===== src/rtl/keypad_matrix_emu_if.sv =====
// Keypad matrix emulator bus: column-scan lines plus the key-press command handshake.
// The master modport is the scanner/test controller side, slave is the emulator.
interface keypad_matrix_emu_if #(
    parameter int HOLD_W = 24
);
    logic [3:0]        iCOL;
    logic [3:0]        oROW;
    logic              iKEY_VALID;
    logic              oKEY_READY;
    logic [3:0]        iKEY_NUM;
    logic [HOLD_W-1:0] iHOLD;
    logic              oBUSY;
    logic [15:0]       oPRESSED;
    logic              oDONE;

    modport master (
        output iCOL,
        output iKEY_VALID,
        output iKEY_NUM,
        output iHOLD,
        input  oROW,
        input  oKEY_READY,
        input  oBUSY,
        input  oPRESSED,
        input  oDONE
    );

    modport slave (
        input  iCOL,
        input  iKEY_VALID,
        input  iKEY_NUM,
        input  iHOLD,
        output oROW,
        output oKEY_READY,
        output oBUSY,
        output oPRESSED,
        output oDONE
    );
endinterface


===== src/rtl/keypad_matrix_emu.sv =====
// 4x4 key-matrix emulator: answers a column scanner with row sense for one
// emulated contact that is pressed on command for a programmed hold time.
// Build option KEYPAD_EMU_BOUNCE_EN adds LFSR-driven contact bounce phases
// before and after the stable-closed hold; without it the FSM is IDLE -> HOLD -> IDLE.
module keypad_matrix_emu #(
    parameter int BOUNCE_CYCLES = 64,
    parameter int HOLD_W        = 24
) (
    input  logic               iclk,
    input  logic               irest,
    keypad_matrix_emu_if.slave bus
);

    typedef enum logic [1:0] {
        IDLE     = 2'd0,
        P_BOUNCE = 2'd1,
        HOLD     = 2'd2,
        R_BOUNCE = 2'd3
    } state_t;

    // A bounce phase of zero cycles has no meaning; stop elaboration early.
    if (BOUNCE_CYCLES < 1) begin : g_bad_bounce
        $error("keypad_matrix_emu: BOUNCE_CYCLES must be >= 1");
    end

    state_t            state;
    state_t            state_next;
    logic [3:0]        key_q;
    logic [HOLD_W-1:0] hold_cnt;
    logic [HOLD_W-1:0] hold_cnt_next;
    logic [HOLD_W-1:0] hold_load;
    logic              done_q;
    logic              done_next;
    logic              contact;
    logic              accept;
    logic [15:0]       pressed;
    logic [3:0]        row_q;

`ifdef KEYPAD_EMU_BOUNCE_EN
    localparam int BW = (BOUNCE_CYCLES > 1) ? $clog2(BOUNCE_CYCLES) : 1;
    localparam logic [BW-1:0] B_LAST = BW'(BOUNCE_CYCLES - 1);

    logic [15:0]   lfsr;
    logic [BW-1:0] bcnt;
    logic [BW-1:0] bcnt_next;
    logic          lfsr_step;
`endif

    // A zero hold request still gives one stable-closed cycle.
    assign hold_load = (bus.iHOLD == '0) ? HOLD_W'(1) : bus.iHOLD;
    assign accept    = (state == IDLE) && bus.iKEY_VALID;

    // Next-state, counter and contact decode for the press sequence.
    always_comb begin
        state_next    = state;
        hold_cnt_next = hold_cnt;
        done_next     = 1'b0;
        contact       = 1'b0;
`ifdef KEYPAD_EMU_BOUNCE_EN
        bcnt_next     = bcnt;
        lfsr_step     = 1'b0;
`endif
        case (state)
            IDLE: begin
                if (accept) begin
                    hold_cnt_next = hold_load;
`ifdef KEYPAD_EMU_BOUNCE_EN
                    bcnt_next  = '0;
                    state_next = P_BOUNCE;
`else
                    state_next = HOLD;
`endif
                end
            end
`ifdef KEYPAD_EMU_BOUNCE_EN
            P_BOUNCE: begin
                contact   = lfsr[0];
                lfsr_step = 1'b1;
                if (bcnt == B_LAST) begin
                    bcnt_next  = '0;
                    state_next = HOLD;
                end else begin
                    bcnt_next = bcnt + 1'b1;
                end
            end
`endif
            HOLD: begin
                contact = 1'b1;
                if (hold_cnt <= HOLD_W'(1)) begin
`ifdef KEYPAD_EMU_BOUNCE_EN
                    state_next = R_BOUNCE;
`else
                    state_next = IDLE;
                    done_next  = 1'b1;
`endif
                end else begin
                    hold_cnt_next = hold_cnt - 1'b1;
                end
            end
`ifdef KEYPAD_EMU_BOUNCE_EN
            R_BOUNCE: begin
                contact   = lfsr[0];
                lfsr_step = 1'b1;
                if (bcnt == B_LAST) begin
                    bcnt_next  = '0;
                    state_next = IDLE;
                    done_next  = 1'b1;
                end else begin
                    bcnt_next = bcnt + 1'b1;
                end
            end
`endif
            default: begin
                state_next = IDLE;
            end
        endcase
    end

    // Sequence state, latched command and completion pulse.
    always_ff @(posedge iclk) begin
        if (irest) begin
            state    <= IDLE;
            key_q    <= '0;
            hold_cnt <= '0;
            done_q   <= 1'b0;
        end else begin
            state    <= state_next;
            hold_cnt <= hold_cnt_next;
            done_q   <= done_next;
            if (accept) begin
                key_q <= bus.iKEY_NUM;
            end
        end
    end

`ifdef KEYPAD_EMU_BOUNCE_EN
    // Bounce phase counter and the Fibonacci LFSR (taps 16,14,13,11) that
    // produces the chattering contact; it only moves while bouncing.
    always_ff @(posedge iclk) begin
        if (irest) begin
            bcnt <= '0;
            lfsr <= 16'hACE1;
        end else begin
            bcnt <= bcnt_next;
            if (lfsr_step) begin
                lfsr <= {lfsr[0] ^ lfsr[2] ^ lfsr[3] ^ lfsr[5], lfsr[15:1]};
            end
        end
    end
`endif

    // Only the latched key can ever close, so the vector is one-hot or zero.
    assign pressed = contact ? (16'(1) << key_q) : 16'h0000;

    // Registered row sense: a row pulls low when its closed contact sits on any selected column.
    always_ff @(posedge iclk) begin
        if (irest) begin
            row_q <= 4'hF;
        end else begin
            for (int r = 0; r < 4; r++) begin
                row_q[r] <= ~|(pressed[r*4 +: 4] & ~bus.iCOL);
            end
        end
    end

    assign bus.oROW       = row_q;
    assign bus.oPRESSED   = pressed;
    assign bus.oKEY_READY = (state == IDLE);
    assign bus.oBUSY      = (state != IDLE);
    assign bus.oDONE      = done_q;

endmodule

===== src/flat_wrapper.sv =====
// flat-port wrapper written by rule: the top's interface ports become plain ports
module keypad_matrix_emu_flat 
#(
    parameter int BOUNCE_CYCLES = 64,
    parameter int HOLD_W        = 24
)
  (iclk, irest, bus_iCOL, bus_iKEY_VALID, bus_iKEY_NUM, bus_iHOLD, bus_oROW, bus_oKEY_READY, bus_oBUSY, bus_oPRESSED, bus_oDONE);
  keypad_matrix_emu_if #(.HOLD_W(HOLD_W)) bus_i ();
  input  logic iclk;
  input  logic irest;
  input wire logic [$bits(bus_i.iCOL)-1:0] bus_iCOL;
  input wire logic [$bits(bus_i.iKEY_VALID)-1:0] bus_iKEY_VALID;
  input wire logic [$bits(bus_i.iKEY_NUM)-1:0] bus_iKEY_NUM;
  input wire logic [$bits(bus_i.iHOLD)-1:0] bus_iHOLD;
  output wire logic [$bits(bus_i.oROW)-1:0] bus_oROW;
  output wire logic [$bits(bus_i.oKEY_READY)-1:0] bus_oKEY_READY;
  output wire logic [$bits(bus_i.oBUSY)-1:0] bus_oBUSY;
  output wire logic [$bits(bus_i.oPRESSED)-1:0] bus_oPRESSED;
  output wire logic [$bits(bus_i.oDONE)-1:0] bus_oDONE;
  assign bus_i.iCOL = bus_iCOL;
  assign bus_i.iKEY_VALID = bus_iKEY_VALID;
  assign bus_i.iKEY_NUM = bus_iKEY_NUM;
  assign bus_i.iHOLD = bus_iHOLD;
  assign bus_oROW = bus_i.oROW;
  assign bus_oKEY_READY = bus_i.oKEY_READY;
  assign bus_oBUSY = bus_i.oBUSY;
  assign bus_oPRESSED = bus_i.oPRESSED;
  assign bus_oDONE = bus_i.oDONE;
  keypad_matrix_emu #(.BOUNCE_CYCLES(BOUNCE_CYCLES), .HOLD_W(HOLD_W)) u_core (.iclk(iclk), .irest(irest), .bus(bus_i));
endmodule

===== config.mk =====
export PLATFORM = sky130hd
export DESIGN_NAME = keypad_matrix_emu_flat
export DESIGN_NICKNAME = d
export VERILOG_FILES = /design/src/rtl/keypad_matrix_emu_if.sv /design/src/rtl/keypad_matrix_emu.sv /design/src/flat_wrapper.sv
export SDC_FILE = /design/constraint.sdc
export NUM_CORES = 1
export LEC_CHECK = 0
export BUFFER_PORTS_ARGS = -buffer_cell sky130_fd_sc_hd__buf_2
export CAP_MARGIN = 15
export CORE_MARGIN = 2
export CORE_UTILIZATION = 56
export DETAILED_ROUTE_END_ITERATION = 12
export PLACE_DENSITY = 0.84
export SLEW_MARGIN = 20
export SYNTH_ARGS = -nofsm -noshare
export SYNTH_HDL_FRONTEND = slang
export SYNTH_SLANG_ARGS = --single-unit

===== constraint.sdc =====
create_clock -name iclk -period 6.3 [get_ports iclk]
set_input_delay 1.26 -clock iclk [delete_from_list [all_inputs] [get_ports iclk]]
set_output_delay 1.26 -clock iclk [all_outputs]
set_load 0.02 [all_outputs]

; Word level (Yosys, flattened, before mapping)
; Cells that the tools add are included.
[word_totals]
romBits = 0
regBits = 35
mem_bits_rw = 0
latch_bits = 0
wordCells = 44
output_inout_bits = 23
input_bits = 35
memories = 0
[classes]
n_mul = 0
addsub = 1
n_div = 0
n_shift = 1
magnitude_cmp = 1
mux = 10
n_eq_ne = 4
bitwise = 6
n_reduce_logical = 16
[ops]
columns = operator, n
row1 = $mux 24, 3
row2 = $pmux 24 s2, 1
row3 = $le 24x1->1 const B, 1
row4 = $logic_not 24->1, 1
row5 = $sub 24x1->24 const B, 1
row6 = $and 4x4->4, 4
row7 = $mux 16, 1
row8 = $reduce_or 4->1, 4
row9 = $shl 1x4->16 const A, 1
row10 = $logic_not 1->1, 4
row11 = $mux 2, 2
row12 = $ne 2x1->1 const B, 2
row13 = $not 4->4, 1
row14 = $pmux 2 s2, 1
row15 = $reduce_bool 2->1, 2
row16 = $reduce_and 3->1, 1
row17 = $eq 2x2->1 const B, 1
row18 = $logic_not 2->1, 1
row19 = $mux 1, 2
row20 = $ne 2x2->1 const B, 1
row21 = $reduce_and 2->1, 1
row22 = $reduce_or 2->1, 1
row23 = $logic_and 1x1->1, 1
row24 = $not 1->1, 1

; Logic depth before layout (Yosys ltp)
; Gate-level depths: netlist of the first run.
[depth]
word_depth = 6
depth_mapped = 9
ltp_nobuf = 7

; Worst setup path after synthesis of the first run
; No wires, ideal clock.
[synth_path]
kind = reg2out
startpoint = register u_core.state[1]
endpoint = output bus_oPRESSED[0]
arrival_time_ps = 1721
n_path_buf = 1
setup_slack_ps = 3319
path_stages_with_launch = 5
required_time_ps = 5040
path_cell_list = dfxtp_1 > clkbuf_1 > inv_1 > or3_1 > nor3_1
[synth_between]
elab_chain_len = 3
[synth_rtl]
columns = item, line_no
row1 = "start, declared", keypad_matrix_emu.sv:26  ; state_t state;
row2 = "start signal, assigned", keypad_matrix_emu.sv:127  ; state <= state_next;
row3 = $eq 2x2->1, keypad_matrix_emu.sv:63  ; case (state)
row4 = $mux 1, keypad_matrix_emu.sv:63
row5 = $mux 16, keypad_matrix_emu.sv:153  ; assign pressed = contact ? (16'(1) << key_q) : 16'h0000;
row6 = "end, declared", flat_wrapper.sv:18  ; output wire logic [$bits(bus_i.oPRESSED)-1:0] bus_oPRESSED;
; No other way between the ends.

; Worst setup path after layout of the first run
; Ends and elaborated chain as after synthesis.

==> results by group, run 1 <==
Final layout
  – Filler cells: ~320
  – Ratio of cells with drive above 1 in the final layout: 0.2844
  – Final Non-Filler Cells: ~370
  – P&R area growth vs syn: 19.82%
  – FF/Latch Area: ~680 µm²
  – Multi-input logic area: 1366 µm²
  – Fin nets: 356
  – Fin util: 0.7003
  – N_diodes: 0

Job
  – Max-Cap Viols: 0

Route
  – Drt pass-1 iters: 5
  – Antenna Violating Nets Remaining: 0
  – Post-Route WL: 6.027 mm
  – 1st-iter DRT viols: 208
  – DR WL/cell: 16.38 µm
  – DR vias: 2,279
  – Routed vias/inst: 6.193
  – Residual DRC count: 0

Yosys
  – Count leader, synth: dfxtp_1
  – Share of the synthesized area in the top cell type: 0.3181
  – Distinct cells, synth: 50
  – Post-Syn Instances: between 200 and 300
  – Sequential area share after synthesis: 0.3181
  – Top cells by count, synth: dfxtp_1 (34), nand2_1 (29), nor2_1 (24)
  – Synth Cell Area: ~2100 µm²
  – Synthesized Nets: 307
  – Yosys warnings: 0
  – Top cells by area, synth: dfxtp_1 (32%), mux2_2 (5.8%), nand2_1 (5.1%)
  – Number of flops mapped to enable cells by yosys: 0
  – Syn Area/Cell: slightly below 8 µm²
  – Seq cells post-synth: 34
  – Asr flop ratio synth: 0
  – Post-synth top area cell: dfxtp_1
  – Main flop type after synthesis: dfxtp_1

STA
  – Worst Setup Slack, final: between 2 and 3 ns
  – Tmin final: 3.373 ns
  – Fin crit share: 0.5354
  – Final Hold Fails: 0
  – Least-Margin Pin Slew: roughly 0.95 ns
  – Max_slew headroom: 0.3592
  – RSZ-0062 raised after global routing: no
  – Fmax achieved: 296.5 MHz
  – Final setup fails: 0
  – Slew Viols, Final: 0
  – Total negative slack: 0 ns
  – Fin Clk Skew: 0.008058 ns

Clock tree
  – Cts bufs inserted: 5
  – Clock-pin transition on the worst setup and hold timing paths: 0.08 ns
  – Clk root buf: clkbuf_8
  – H-Tree Depth: 2
  – CTS tree: done
  – Skew-Pair Late Insertion Delay: roughly 0.30 ns
  – Post-CTS resize count: 0
  – Number of setup buffers added after CTS: 0
  – Hold Buf Count CTS: 0
  – Clk buf depth: 2
  – # clock sinks: 34

Global routing
  – Tot GR Track Use: 0.2898
  – Largest net degree at the start of global routing: 38
  – First-pass GRT wire length: 9.618 mm
  – Initial antenna violation count: 0
  – GRT overflow: 0
  – Vias in the first global route: between 2,000 and 2,500

Floorplan
  – # IOs: 58
  – Die ar.: 4331 µm²
  – Initial core utilization: 0.5844
  – Core Area: 3661 µm²
  – Die width: 65.81 µm
  – Die Ht: about 66 µm
  – Row count: 22

Critical path
  – Cell Chain, Critical Path: buf_4, inv_1, or3_1, nor3_1, buf_2
  – Slowest-stage cell, CP: or3_1
  – Max FO, Critical Path: 37
  – Worst path bufs/invs: 3
  – CP top delay family: buffers and inverters
  – Endpoint class of the critical path: output port
  – Worst Setup Path Type: flip-flop to output port
  – Worst Path Arrival: between 2 and 2.5 ns
  – CP max stage delay: 0.51 ns
  – Critical Path RT: around 5 ns
  – Crit path launch type: flip-flop

Status
  – Status: completed

Min path
  – Hold WC Path Type: flip-flop to flip-flop

Power
  – Maximum vdd ir drop: 134.6 µV
  – Power Density: 255.6 nW/µm²
  – Leak: between 1 and 1.5 nW
  – Total Power: 0.6552 mW

Placed design
  – Number of port buffers: 57
  – Cells after DPL: 360
  – RePlAce Congestion: ~0.9
  – Worst slack at placement: about 3.3 ns
  – Post-DP HPWL: 4.184 mm
metrics by stage:
stage / hold WS (ns) / area, µm²
after floorplan: 0.4458 / 2140
after global placement: 0.4575 / 2426
after detailed placement: 0.4678 / 2426
after CTS: 0.4818 / 2564
after global routing: 0.5054 / 2564
final: 0.4862 / 2564
final cells by class:
cell class	count	share of cell area
Inverter	7	0.01025
Tap cell	48	0.02343
Clock inverter	3	0.02684
Sequential cell	34	0.2655
Clock buffer	5	0.02684
Timing Repair Buffer	58	0.1142
Multi-Input combinational cell	213	0.5329
cells in the final DEF, fill, tap and decap left out, types with 5 or more instances in the layout:
master / instances
a31oi_1: 6
a21oi_1: 17
nor2_1: 24
clkbuf_8: 5
or3_1: 9
buf_2: 57
xor2_1: 8
nor3_1: 11
inv_1: 7
mux2_2: 11
dfxtp_1: 34
o21ai_0: 21
or4_1: 5
nor4_1: 14
nand2_1: 29
flip-flops by register name, summed over array words and instances (netlist names):
signal            cells
u_core.bus.oDONE      1
u_core.hold_cnt      24
u_core.key_q          4
u_core.bus.oROW       4
u_core.state          1
layer usage:
metal	up-vias	wire, µm	global-route usage
li1	1110	-	-
met1	1047	2569	0.3749
met2	110	2842	0.4571
met3	12	507	0.06644
met4	0	108	0.1328
met5	-	0	0
worst register-to-register path, delay by kind of cell, from the launching register on:
family / cells / cell delay (ns)
AND/OR/NAND/NOR: 2 / 1.35
AO/OA/AOI/OAI: 3 / 1.29
flip-flops: 1 / 0.37
cell families after synthesis:
| family | Yosys count | share of synthesized area |
|---|---|---|
| adders and majority gates | 2 | 0.01169 |
| xor gates and xnor gates | 9 | 0.03684 |
| buffers and inverters | 23 | 0.04328 |
| and+or+nand+nor | 117 | 0.3047 |
| DFF | 34 | 0.3181 |
| AOI/OAI and AO/OA | 71 | 0.2076 |
| muxes | 14 | 0.07778 |
power breakdown:
group	total [mW]	switching [mW]	internal, mW
sequential	0.256	0.0237	0.232
clock	0.248	0.0894	0.159
combinational	0.151	0.0886	0.0628
total	0.655	0.202	0.454
worst paths after layout:
check / depth (start not counted) / endpoint / startpoint / slack (ns)
setup reg to reg: 5 / u_core.hold_cnt[21] / u_core.hold_cnt[11] / 3.13
hold / removal: 2 / u_core.hold_cnt[14] / u_core.hold_cnt[14] / 0.49
hold reg to reg: 2 / u_core.hold_cnt[14] / u_core.hold_cnt[14] / 0.49
setup / recovery: 5 / bus_oPRESSED[0] / u_core.state[1] / 2.93
(Power assumes the default switching activity.)
==> run 2, diff against run 1 <==
--- a/config.mk
+++ b/config.mk
@@ -8,9 +8,9 @@
 export BUFFER_PORTS_ARGS = -buffer_cell sky130_fd_sc_hd__buf_2
 export CAP_MARGIN = 15
 export CORE_MARGIN = 2
-export CORE_UTILIZATION = 56
+export CORE_UTILIZATION = 47
 export DETAILED_ROUTE_END_ITERATION = 12
-export PLACE_DENSITY = 0.84
+export PLACE_DENSITY = 0.76
 export SLEW_MARGIN = 20
 export SYNTH_ARGS = -nofsm -noshare
 export SYNTH_HDL_FRONTEND = slang
==> constraint.sdc (replaced) <==
create_clock -name iclk -period 2.9 [get_ports iclk]
set_input_delay 0.58 -clock iclk [delete_from_list [all_inputs] [get_ports iclk]]
set_output_delay 0.58 -clock iclk [all_outputs]
set_load 0.02 [all_outputs]
==> run 2 against run 1 <==
Net effect:
- cell area is 2.5% higher
- final cell count is 3.3% higher
- sequential cell count stayed put
- count of clock-buffer cells in the layout stayed put
- clock power is 120% higher
- core utilization is 10 points lower
- combinational power is 130% higher
- setup slack worse by 2.5 ns
- sequential share of layout area is 0.66 points lower
- register-to-register slack worse by 2.7 ns
- non-clock buffer count is 8 higher
- critical endpoint is now u_core.hold_cnt[8]
- largest power group unchanged
==> results by group, run 2 (same netlist as run 1, synthesis figures left out) <==
Placed design
  – Worst slack at placement: 0.5014 ns
  – Number of port buffers: 57
  – RePlAce Congestion: 0.8998
  – Post-DP HPWL: 4.422 mm

Final layout
  – Largest register FFs: 24
  – FF/Latch Area: around 700 µm²
  – Ratio of cells with drive above 1 in the final layout: 0.3018
  – Fin nets: 364
  – P&R area growth vs syn: 22.87%
  – N_diodes: 0
  – Reg with most FFs: u_core.hold_cnt
  – Multi-input logic area: 1366 µm²
  – Most frequent cells in the layout: buf_2 (57), dfxtp_1 (34), nand2_1 (29)
  – Commonest non-fill, non-tap cell in the layout: buf_2
  – Filler cells: ~420

STA
  – Final Hold Fails: 0
  – Worst Setup Slack, final: 0.4280 ns
  – Fmax achieved: 404.5 MHz
  – RSZ-0062 raised after global routing: no
  – Hold slack: 0.4682 ns
  – Max_slew headroom: 0.5794
  – Fin Clk Skew: roughly 0.0096 ns
  – Least-Margin Pin Slew: 0.6251 ns
  – Fin crit share: 0.8524
  – Total negative slack: 0 ns
  – Slew Viols, Final: 0
  – Tmin final: 2.472 ns
  – Final setup fails: 0

Power
  – Leak: about 1.1 nW
  – Total Power: 1.434 mW
  – Power Density: 545.5 nW/µm²
  – Maximum vdd ir drop: 255.3 µV

Critical path
  – Crit path launch type: flip-flop
  – Endpoint class of the critical path: flip-flop
  – Worst Setup Path Type: flip-flop to flip-flop
  – Critical Path RT: ~3.1 ns
  – Max FO, Critical Path: 8
  – Worst Path Arrival: 2.65 ns

Route
  – DR vias: 2,309
  – Drt pass-1 iters: 5
  – DR WL/cell: between 15 and 20 µm
  – Routed vias/inst: 6.076
  – 1st-iter DRT viols: 235
  – Residual DRC count: 0
  – Antenna Violating Nets Remaining: 0
  – Post-Route WL: 6.309 mm

Global routing
  – Largest net degree at the start of global routing: 37
  – GRT overflow: 0
  – Vias in the first global route: 2,111
  – First-pass GRT wire length: 10.27 mm
  – Tot GR Track Use: 0.2563
  – Initial antenna violation count: 0

Clock tree
  – Clk buf depth: 2
  – Skew-Pair Late Insertion Delay: 0.30 ns
  – Clock-pin transition on the worst setup and hold timing paths: 0.08 ns
  – # clock sinks: 34
  – Number of setup buffers added after CTS: 0
  – Clk root buf: clkbuf_8
  – Hold Buf Count CTS: 0
  – Post-CTS resize count: 0
  – CTS tree: done
  – H-Tree Depth: 2
  – Cts bufs inserted: 5

Floorplan
  – Die ar.: approximately 5100 µm²
  – Die width: ~71 µm
  – Core Area: 4384 µm²
  – Initial core utilization: 0.4880
  – # IOs: a little under 60
  – Row count: 24
  – Die Ht: 71.47 µm

Status
  – Status: completed

Job
  – Max-Cap Viols: 0

Min path
  – Hold WC Path Type: flip-flop to flip-flop
==> run 2: changes by cell type in the layout (fill, tap and decap cells not counted) <==
| cell | change |
|---|---|
| buf_4 | +8 |
==> run 2: cell type report <==
type / count / area share
clock inverter: 3 / 0.02618
multi-input combinational: 213 / 0.5198
clock buffer: 5 / 0.02618
timing repair buffer: 66 / 0.1342
tap: 52 / 0.02475
inverter: 7 / 0.009995
sequential: 34 / 0.2589
==> run 2: worst paths after layout <==
| check | endpoint | slack (ns) | from | depth (start not counted) |
|---|---|---|---|---|
| min | u_core.hold_cnt[14] | 0.47 | u_core.hold_cnt[14] | 2 |
| min reg2reg | u_core.hold_cnt[14] | 0.47 | u_core.hold_cnt[14] | 2 |
| max reg2reg | u_core.hold_cnt[8] | 0.43 | u_core.hold_cnt[4] | 5 |
| max | u_core.hold_cnt[8] | 0.43 | u_core.hold_cnt[4] | 5 |
==> run 2: stage by stage <==
step	cells	utilization	area, µm²
floorplan	270	-	2140
global placement	372	0.5682	2491
detailed placement	372	0.5682	2491
CTS	380	0.5996	2629
global route	380	0.5996	2629
finish	380	0.5996	2629
==> run 2: critical path, stage by stage, from the launching register on <==
cell      delay, ns
dfxtp_1        0.36
or3_4          0.45
or4b_2         0.76
o31ai_2        0.38
nand2b_1       0.28
o21ai_0        0.12
==> run 2: where the power goes <==
part	switching [mW]	internal, mW
Combinational	0.195	0.147
Clock	0.192	0.344
Sequential	0.0516	0.504
Total	0.439	0.995
==> run 2: metal layers <==
layer	vias up	part of all wire	global-route usage
met5	-	0	0
met4	0	0.019	0.1006
met3	15	0.077	0.05767
met2	109	0.49	0.4146
met1	1059	0.41	0.3325
li1	1126	-	-
